$ cat src/rtl/vga_fx_pkg.sv
// Shared types and constants for the post-mux video effects stage.
// Holds the fade FSM state encoding and the channel scaling helper.
package vga_fx_pkg;

  typedef enum logic [1:0] {
    IDLE,
    FADE_OUT,
    BLACK,
    FADE_IN
  } fade_state_t;

  localparam logic [4:0] LEVEL_MAX = 5'd16;
  localparam logic [7:0] FLASH_RED = 8'hFF;

  // (ch * level) >> 4 with level in 0..16; 255 * 16 >> 4 still fits in 8 bits.
  function automatic logic [7:0] scale_channel(input logic [7:0] ch, input logic [4:0] level);
    logic [12:0] prod;
    prod = 13'(ch) * 13'(level);
    return 8'(prod >> 4);
  endfunction

endpackage

$ cat src/rtl/rgb332_scaler.sv
// Combinational RGB332 -> 24-bit expansion (LSB replicated) followed by
// brightness scaling by a 0..16 level.
module rgb332_scaler
  import vga_fx_pkg::*;
(
  input  logic [7:0]  pixel_i,
  input  logic [4:0]  level_i,
  output logic [23:0] rgb_o
);

  logic [7:0] ch8 [3];

  assign ch8[0] = {pixel_i[7:5], {5{pixel_i[5]}}};
  assign ch8[1] = {pixel_i[4:2], {5{pixel_i[2]}}};
  assign ch8[2] = {pixel_i[1:0], {6{pixel_i[0]}}};

  // rgb_o is packed {R, G, B}; channel gi lands in the gi-th byte from the top.
  for (genvar gi = 0; gi < 3; gi++) begin : g_ch
    assign rgb_o[23 - 8*gi -: 8] = scale_channel(ch8[gi], level_i);
  end

endmodule

$ cat src/rtl/screen_fade_fx.sv
// Post-mux effects stage: frame-synchronous fade-out / black / fade-in and a
// blinking red hit flash, with registered 8-bit-per-channel DAC outputs.
module screen_fade_fx
  import vga_fx_pkg::*;
#(
  parameter int FRAMES_PER_STEP = 2,
  parameter int BLACK_FRAMES    = 30,
  parameter int FLASH_FRAMES    = 8
) (
  input  logic       clk,
  input  logic       resetN,
  input  logic       startOfFrame,
  input  logic       fadeRequest,
  input  logic       hitFlash,
  input  logic [7:0] pixelRGB,
  output logic [7:0] redOut,
  output logic [7:0] greenOut,
  output logic [7:0] blueOut,
  output logic       fadeBusy,
  output logic       screenBlack
);

  localparam int CNT_MAX = (FRAMES_PER_STEP > BLACK_FRAMES) ? FRAMES_PER_STEP : BLACK_FRAMES;
  localparam int CNT_W   = $clog2(CNT_MAX + 1);
  localparam int FLASH_W = $clog2(FLASH_FRAMES + 1);

  localparam logic [CNT_W-1:0]   STEP_LAST  = CNT_W'(FRAMES_PER_STEP - 1);
  localparam logic [CNT_W-1:0]   BLACK_LAST = CNT_W'(BLACK_FRAMES - 1);
  localparam logic [FLASH_W-1:0] FLASH_INIT = FLASH_W'(FLASH_FRAMES);

  fade_state_t        state_q, state_d;
  logic [4:0]         level_q, level_d;
  logic [CNT_W-1:0]   frame_cnt_q, frame_cnt_d;
  logic [FLASH_W-1:0] flash_cnt_q, flash_cnt_d;
  logic               screen_black_q, screen_black_d;
  logic [7:0]         red_q, green_q, blue_q;
  logic [23:0]        scaled_rgb;
  logic               flash_on;

  rgb332_scaler u_scaler (
    .pixel_i (pixelRGB),
    .level_i (level_q),
    .rgb_o   (scaled_rgb)
  );

  always_comb begin
    state_d     = state_q;
    level_d     = level_q;
    frame_cnt_d = frame_cnt_q;
    unique case (state_q)
      IDLE: begin
        level_d = LEVEL_MAX;
        if (fadeRequest) begin
          state_d     = FADE_OUT;
          frame_cnt_d = '0;
        end
      end
      FADE_OUT: begin
        if (startOfFrame) begin
          if (frame_cnt_q >= STEP_LAST) begin
            frame_cnt_d = '0;
            if (level_q != 5'd0) level_d = level_q - 5'd1;
            if (level_q <= 5'd1) state_d = BLACK;
          end else begin
            frame_cnt_d = frame_cnt_q + CNT_W'(1);
          end
        end
      end
      BLACK: begin
        if (startOfFrame) begin
          if (frame_cnt_q >= BLACK_LAST) begin
            frame_cnt_d = '0;
            state_d     = FADE_IN;
          end else begin
            frame_cnt_d = frame_cnt_q + CNT_W'(1);
          end
        end
      end
      FADE_IN: begin
        if (startOfFrame) begin
          if (frame_cnt_q >= STEP_LAST) begin
            frame_cnt_d = '0;
            if (level_q < LEVEL_MAX) level_d = level_q + 5'd1;
            if (level_q >= LEVEL_MAX - 5'd1) state_d = IDLE;
          end else begin
            frame_cnt_d = frame_cnt_q + CNT_W'(1);
          end
        end
      end
      default: state_d = IDLE;
    endcase
  end

  assign screen_black_d = (state_d == BLACK) && (state_q != BLACK);

  // A hitFlash load takes priority over the frame decrement in the same cycle.
  always_comb begin
    flash_cnt_d = flash_cnt_q;
    if (hitFlash) begin
      flash_cnt_d = FLASH_INIT;
    end else if (startOfFrame && (flash_cnt_q != '0)) begin
      flash_cnt_d = flash_cnt_q - FLASH_W'(1);
    end
  end

  assign flash_on = (flash_cnt_q != '0) && flash_cnt_q[0];

  always_ff @(posedge clk or negedge resetN) begin
    if (!resetN) begin
      state_q        <= IDLE;
      level_q        <= LEVEL_MAX;
      frame_cnt_q    <= '0;
      flash_cnt_q    <= '0;
      screen_black_q <= 1'b0;
      red_q          <= 8'h00;
      green_q        <= 8'h00;
      blue_q         <= 8'h00;
    end else begin
      state_q        <= state_d;
      level_q        <= level_d;
      frame_cnt_q    <= frame_cnt_d;
      flash_cnt_q    <= flash_cnt_d;
      screen_black_q <= screen_black_d;
      red_q          <= flash_on ? FLASH_RED : scaled_rgb[23:16];
      green_q        <= scaled_rgb[15:8];
      blue_q         <= scaled_rgb[7:0];
    end
  end

  assign redOut      = red_q;
  assign greenOut    = green_q;
  assign blueOut     = blue_q;
  assign fadeBusy    = (state_q != IDLE);
  assign screenBlack = screen_black_q;

endmodule

$ cat config.mk
export PLATFORM = sky130hd
export DESIGN_NAME = screen_fade_fx
export DESIGN_NICKNAME = d
export VERILOG_FILES = /design/src/rtl/vga_fx_pkg.sv /design/src/rtl/rgb332_scaler.sv /design/src/rtl/screen_fade_fx.sv
export SDC_FILE = /design/constraint.sdc
export NUM_CORES = 1
export LEC_CHECK = 0
export CELL_PAD_IN_SITES_DETAIL_PLACEMENT = 0
export CELL_PAD_IN_SITES_GLOBAL_PLACEMENT = 2
export CORE_ASPECT_RATIO = 1.25
export CORE_MARGIN = 3
export CORE_UTILIZATION = 34
export CTS_BUF_LIST = sky130_fd_sc_hd__clkbuf_4
export CTS_CLUSTER_DIAMETER = 120
export CTS_CLUSTER_SIZE = 24
export DETAILED_ROUTE_END_ITERATION = 8
export GPL_TIMING_DRIVEN = 0
export HOLD_SLACK_MARGIN = 0.15
export PLACE_DENSITY_LB_ADDON = 0.1
export SYNTH_ARGS = -nofsm -noshare
export SYNTH_HDL_FRONTEND = slang
export SYNTH_SLANG_ARGS = --single-unit
$ cat constraint.sdc
create_clock -name clk -period 4.4 [get_ports clk]
set_input_delay 0.88 -clock clk [delete_from_list [all_inputs] [get_ports clk]]
set_output_delay 0.88 -clock clk [all_outputs]
set_load 0.03 [all_outputs]
==> results.toml, run 1 <==
[clocking]
cts_sinks = 41
htree_levels = 2
cts_tree = "built"
clock_latency_ns = 0.38
cts.clk_slew.worst_paths_ns = 0.16
clockBufferDepth = 2
cts_buffers = 5
hold_buffers = 0
clock-root-buffer = "clkbuf_4"

[synthesis]
synth_warnings = 0
async_flop_share_pct = 100
ys_ff_latch = 41
netlist-cell-type-count = 52
syn_inst = 482
syn_area_per_cell_sq_um = 9.03
synth_enable_flop_cells = 0
synth_ff_type = "dfrtp_1"
netlist_area_sq_mm = 0.00435
synth_fp_nets = 590
synth_seq_area_share_pct = 23.6

[final_layout]
drive_gt1_share_pct = 6.84
diodes = 0
synthToLayoutAreaGrowth_pct = 16.1
final_cell_area_sq_mm = 0.00506
fin_nets = 633

[timing]
layout_setup_ws_ns = 0.125
setup_viol = 0
tightest_slew_ns = 0.577
rsz0062_at_grt = "false"
tns_ns = 0
finClkSkew_ns = 0.0222
slew_violations = 0
max_slew_margin_pct = 61.2
timing.fmax_mhz = 234
finalCritPeriodShare_pct = 97.2
fin_crit_ns = 4.28
hold_violations = 0

[setup_path]
worstRegToRegCells = 11
setup.worst_path.start_class = "input pin"
r2r-end = "blueOut[4]"
required_ns = 4.66
r2r_setup_slack_ns = 0.30
cp_max_fo = 7
worstSetupEndpointType = "flip-flop"
cp.arrival_ns = 4.54
crit_type = "input pin to flip-flop"
worstReg2RegStart = "level_q[4]"

[global_routing]
grt_pass1_vias = 3371
track_usage_pct = 13.8
grt_pass1_wl_um = 16000
antenna_found_initial = 0
overflow = 0
grt_max_degree = 25

[detailed_routing]
dr.first_iter.drc_count = 86
drtAntennaViolNets = 0
via_per_inst = 4.90
post_drt_wl_per_cell_um = 13.1
dr_total_vias = 3384
drc_errors = 0
drt-total-wl_um = 9060
first_pass_iters = 4

[die]
die_h_um = 133
rows = 45
start_util_pct = 35.3
ios = 39
die-width_um = 107
die_area_sq_mm = 0.0142
coreArea_sq_mm = 0.0123

[placed_design]
postPlaceCellArea_sq_mm = 0.00495
port_buffers = 38
dp_hpwl_um = 7390
dp_slack_ns = -0.641
place.gp.congestion = 0.815

[status]
run_status = "complete, no violations"

[job]
maxCapViolCount = 0

[min_path]
hold_class = "input pin to asynchronous set/reset pin"
==> layout make-up <==
class	count	area, sq um
Buffer	10	47.5
Timing Repair Buffer	40	404
Clock buffer	5	37.5
Clock inverter	3	46.3
Multi-Input combinational cell	365	3060
Sequential cell	41	1030
Fill cell	1237	7270
Inverter	62	233
Tap cell	164	205
==> critical path, stage by stage <==
cell	delay, ns
dlygate4sd2_1	0.32
and2_4	0.21
fa_2	0.62
inv_1	0.07
fa_1	0.51
fa_1	0.52
inv_1	0.04
ha_1	0.34
nand4_1	0.11
nor2_1	0.08
or2_2	0.33
a2111o_1	0.40
o311ai_0	0.11
==> cell usage in the layout (no fill, tap or decap), types with 4 or more instances in the layout <==
cell | netlist | layout
xor2_1 | 12 | 12
and2_1 | 25 | 22
buf_2 | 4 | 4
dfrtp_1 | 40 | 39
mux2i_1 | 9 | 9
o21a_1 | 7 | 7
clkdlybuf4s50_1 | 0 | 35
ha_1 | 68 | 68
nor4_1 | 4 | 4
inv_1 | 62 | 62
clkbuf_1 | 9 | 4
a21oi_1 | 20 | 20
xnor2_1 | 20 | 20
and3_1 | 5 | 5
fa_1 | 27 | 24
nand4_1 | 4 | 4
nor2_1 | 27 | 27
nand2_1 | 44 | 42
a31oi_1 | 4 | 4
clkbuf_4 | 0 | 5
o22ai_1 | 6 | 6
nor3_1 | 11 | 11
nand3_1 | 8 | 8
o21bai_1 | 5 | 5
o21ai_0 | 20 | 20
==> timing repair <==
item / in CTS / in global routing
endpoints found under the setup margin: 12 / 9
pin swaps: 1 / 2
buffers inserted: 0 / 1
gates cloned: 0 / 0
resized for setup: 7 / 12
==> registers in the layout, indices dropped and copies added (netlist names) <==
name and count:
blueOut 8, greenOut 8, redOut 8, frame_cnt_q 5, level_q 5, flash_cnt_q 4
state_q 2, screenBlack 1
==> per-stage QoR <==
step | hold slack, ns | utilization, % | cells
2_1_floorplan | 0.511 | - | 482
3_3_place_gp | 0.534 | 40.1 | 684
3_5_place_dp | 0.550 | 40.2 | 685
4_1_cts | 0.408 | 40.9 | 691
5_1_grt | 0.418 | 41.0 | 690
6_report | 0.422 | 41.0 | 690
==> worst max path at each step <==
stage | start | end | slack, ns | cells after the start
6_report | pixelRGB[0] | blueOut[4] | 0.12 | 13
4_1_cts | pixelRGB[2] | greenOut[7] | 0.005 | 13
3_5_place_dp | pixelRGB[0] | blueOut[4] | -0.64 | 13
5_1_grt | pixelRGB[0] | blueOut[4] | 0.007 | 13
2_1_floorplan | level_q[4] | blueOut[4] | 0.16 | 12
3_3_place_gp | pixelRGB[0] | blueOut[4] | -0.64 | 11
==> routing by layer <==
metal	track usage [%]	share of wire, %	wire length [um]
met4	4.26	1.8	166
met5	0	0	0
met3	2.20	2.8	255
met1	17.5	46	4160
met2	23.9	49	4480
==> synth_stat cells (all sizes together) (2+ instances only) <==
| cell type | number | area, sq um |
|---|---|---|
| ha | 68 | 851 |
| inv | 62 | 233 |
| nand2 | 44 | 165 |
| dfrtp | 40 | 1000 |
| fa | 27 | 541 |
| nor2 | 27 | 101 |
| and2 | 26 | 163 |
| a21oi | 20 | 100 |
| o21ai | 20 | 100 |
| xnor2 | 20 | 175 |
| xor2 | 12 | 105 |
| nor3 | 11 | 55.1 |
| clkbuf | 10 | 38.8 |
| mux2i | 9 | 90.1 |
| nand3 | 8 | 40.0 |
| o21a | 7 | 52.6 |
| o22ai | 7 | 50.1 |
| and3 | 6 | 38.8 |
| o21bai | 5 | 37.5 |
| a21o | 4 | 31.3 |
| a31oi | 4 | 25.0 |
| buf | 4 | 20.0 |
| nand4 | 4 | 25.0 |
| nor4 | 4 | 25.0 |
| nor2b | 3 | 18.8 |
| or2 | 3 | 18.8 |
| a211oi | 2 | 15.0 |
| a21boi | 2 | 15.0 |
| a22o | 2 | 17.5 |
| a41o | 2 | 20.0 |
| o211ai | 2 | 15.0 |
| o31ai | 2 | 15.0 |
==> logic make-up (layout without fill, tap and decap cells) <==
group | count (synthesis) | count (layout) | share of synthesized area (%)
AOI/OAI and AO/OA | 90 | 90 | 13.8
xor gates and xnor gates | 32 | 32 | 6.44
adders and majority gates | 95 | 95 | 32.0
buffers and inverters | 76 | 120 | 6.70
DFF | 41 | 41 | 23.6
muxes | 9 | 9 | 2.07
and+or+nand+nor | 139 | 139 | 15.4
Power of run 1 is left out: the tool's default activity adds up to more than one toggle a clock period on the data nets, which glitch-free logic cannot reach.
==> run 2: changes to the inputs <==
--- a/config.mk
+++ b/config.mk
@@ -16,7 +16,7 @@
 export DETAILED_ROUTE_END_ITERATION = 8
 export GPL_TIMING_DRIVEN = 0
 export HOLD_SLACK_MARGIN = 0.15
-export PLACE_DENSITY_LB_ADDON = 0.1
+export PLACE_DENSITY = 0.79
 export SYNTH_ARGS = -nofsm -noshare
 export SYNTH_HDL_FRONTEND = slang
 export SYNTH_SLANG_ARGS = --single-unit
==> run 2 against run 1 <==
Against the previous run: sequential share of layout area grew 0.17 points; clock skew shrank 0.0014 ns; critical path depth is the same; die area is the same; design area shrank 0.82%; sequential cell count is the same; hold slack lost 0.00076 ns; setup slack lost 0.022 ns; fmax shrank 0.50%; final cell count grew 0.29%; critical endpoint unchanged.
==> results.toml, run 2 (synthesized netlist as in run 1, its figures left out) <==
[status]
run_status = "complete, no violations"

[die]
coreArea_sq_mm = 0.0123
die-width_um = 107
start_util_pct = 35.3
die_h_um = 133
die_area_sq_mm = 0.0142
rows = 45
ios = 39

[final_layout]
post-route-util_pct = 40.7
final_cell_mix = "ha_1 (68), inv_1 (62), nand2_1 (42)"
final_cell_area_sq_mm = 0.00502
synthToLayoutAreaGrowth_pct = 15.2
fin_nets = 634
drive_gt1_share_pct = 6.45
layout_commonest_cell = "ha_1"

[clocking]
cts.clk_slew.worst_paths_ns = 0.14
cts_sinks = 41
htree_levels = 2
hold_buffers = 0
cts_tree = "built"
clock-root-buffer = "clkbuf_4"
cts_buffers = 5
clockBufferDepth = 2
clock_latency_ns = 0.37

[detailed_routing]
drtAntennaViolNets = 0
drc_errors = 0
dr.first_iter.drc_count = 71
post_drt_wl_per_cell_um = 13.1
via_per_inst = 4.88
first_pass_iters = 4
drt-total-wl_um = 9080
dr_total_vias = 3378

[timing]
tightest_slew_ns = 0.568
finalCritPeriodShare_pct = 97.7
tns_ns = 0
finClkSkew_ns = 0.0208
max_slew_margin_pct = 62.1
holdWs_ns = 0.421
setup_viol = 0
rsz0062_at_grt = "true"
timing.fmax_mhz = 233
fin_crit_ns = 4.30
hold_violations = 0
slew_violations = 0

[global_routing]
grt_max_degree = 26
grt_pass1_vias = 3552
use_met1_pct = 17.6
overflow = 0
gr-usage-met2_pct = 24.4
antenna_found_initial = 1
grt_pass1_wl_um = 16400
track_usage_pct = 13.9
gr-usage-met3_pct = 2.24
busiest_layer = "met2"

[placed_design]
place.gp.congestion = 0.838
port_buffers = 38
postPlaceCellArea_sq_mm = 0.00495
dp_hpwl_um = 7270

[setup_path]
cp_max_fo = 7
worstSetupEndpointType = "flip-flop"
cp.arrival_ns = 4.56
required_ns = 4.67
setup.worst_path.start_class = "input pin"
crit_type = "input pin to flip-flop"
r2r_setup_slack_ns = 0.23

[min_path]
hold_class = "input pin to asynchronous set/reset pin"

[job]
maxCapViolCount = 0
[run 2: cell types whose count changed in the layout (fill, tap and decap cells not counted), sizes merged]
cell	previous run	this run
dlymetal6s2s	1	0
clkinvlp	1	0
diode	0	1
bufinv	1	0
clkbuf	11	14
buf	7	6
clkinv	1	3
[run 2: cell type report]
cell class              instances  area (sq um)
diodes                          1          2.50
plain buffers                  12          56.3
clock buffers                   5          37.5
clock inverters                 3          12.5
fillers                      1238          7310
inverters                      62           233
multi-input cells             365          3050
flip-flops and latches         41          1030
well taps                     164           205
repair buffers                 39           389
[run 2: worst max-delay path, stage by stage]
cell,delay [ns]
dlygate4sd2_1,0.31
and2_2,0.27
fa_2,0.61
inv_1,0.08
fa_1,0.51
fa_1,0.52
inv_1,0.04
ha_1,0.33
nand4_1,0.10
nor2_1,0.07
or2_2,0.32
a2111o_1,0.41
o311ai_0,0.10
[run 2: what timing repair did]
item,CTS,global route
pin swaps,0,1
gates resized for setup,8,10
setup buffers,0,0
endpoints found under the setup margin,11,7
[run 2: worst paths after layout]
check	start	endpoint	cells past startpoint
worst max-delay path	pixelRGB[0]	blueOut[4]	13
worst min-delay path	resetN	frame_cnt_q[2]	1
worst max register to register	level_q[2]	blueOut[4]	13
worst min register to register	frame_cnt_q[2]	frame_cnt_q[2]	1
max in group asynchronous	resetN	level_q[4]	2
min in group clk	frame_cnt_q[2]	frame_cnt_q[2]	1
[run 2: per-layer routing]
metal	up-vias	share of wire, %	wire length, um
met4	0	1.5	137
met1	1611	46	4150
met2	29	51	4590
met5	-	0	0
li1	1731	-	-
met3	7	2.2	200
[run 2: through the flow]
stage,worst slack (ns),std cells
3_5_place_dp,-0.638,685
5_1_grt,-0.0534,692
4_1_cts,0.0625,691
2_1_floorplan,0.159,482
3_3_place_gp,-0.611,684
6_report,0.103,692
Power of run 2 is left out for the same reason.
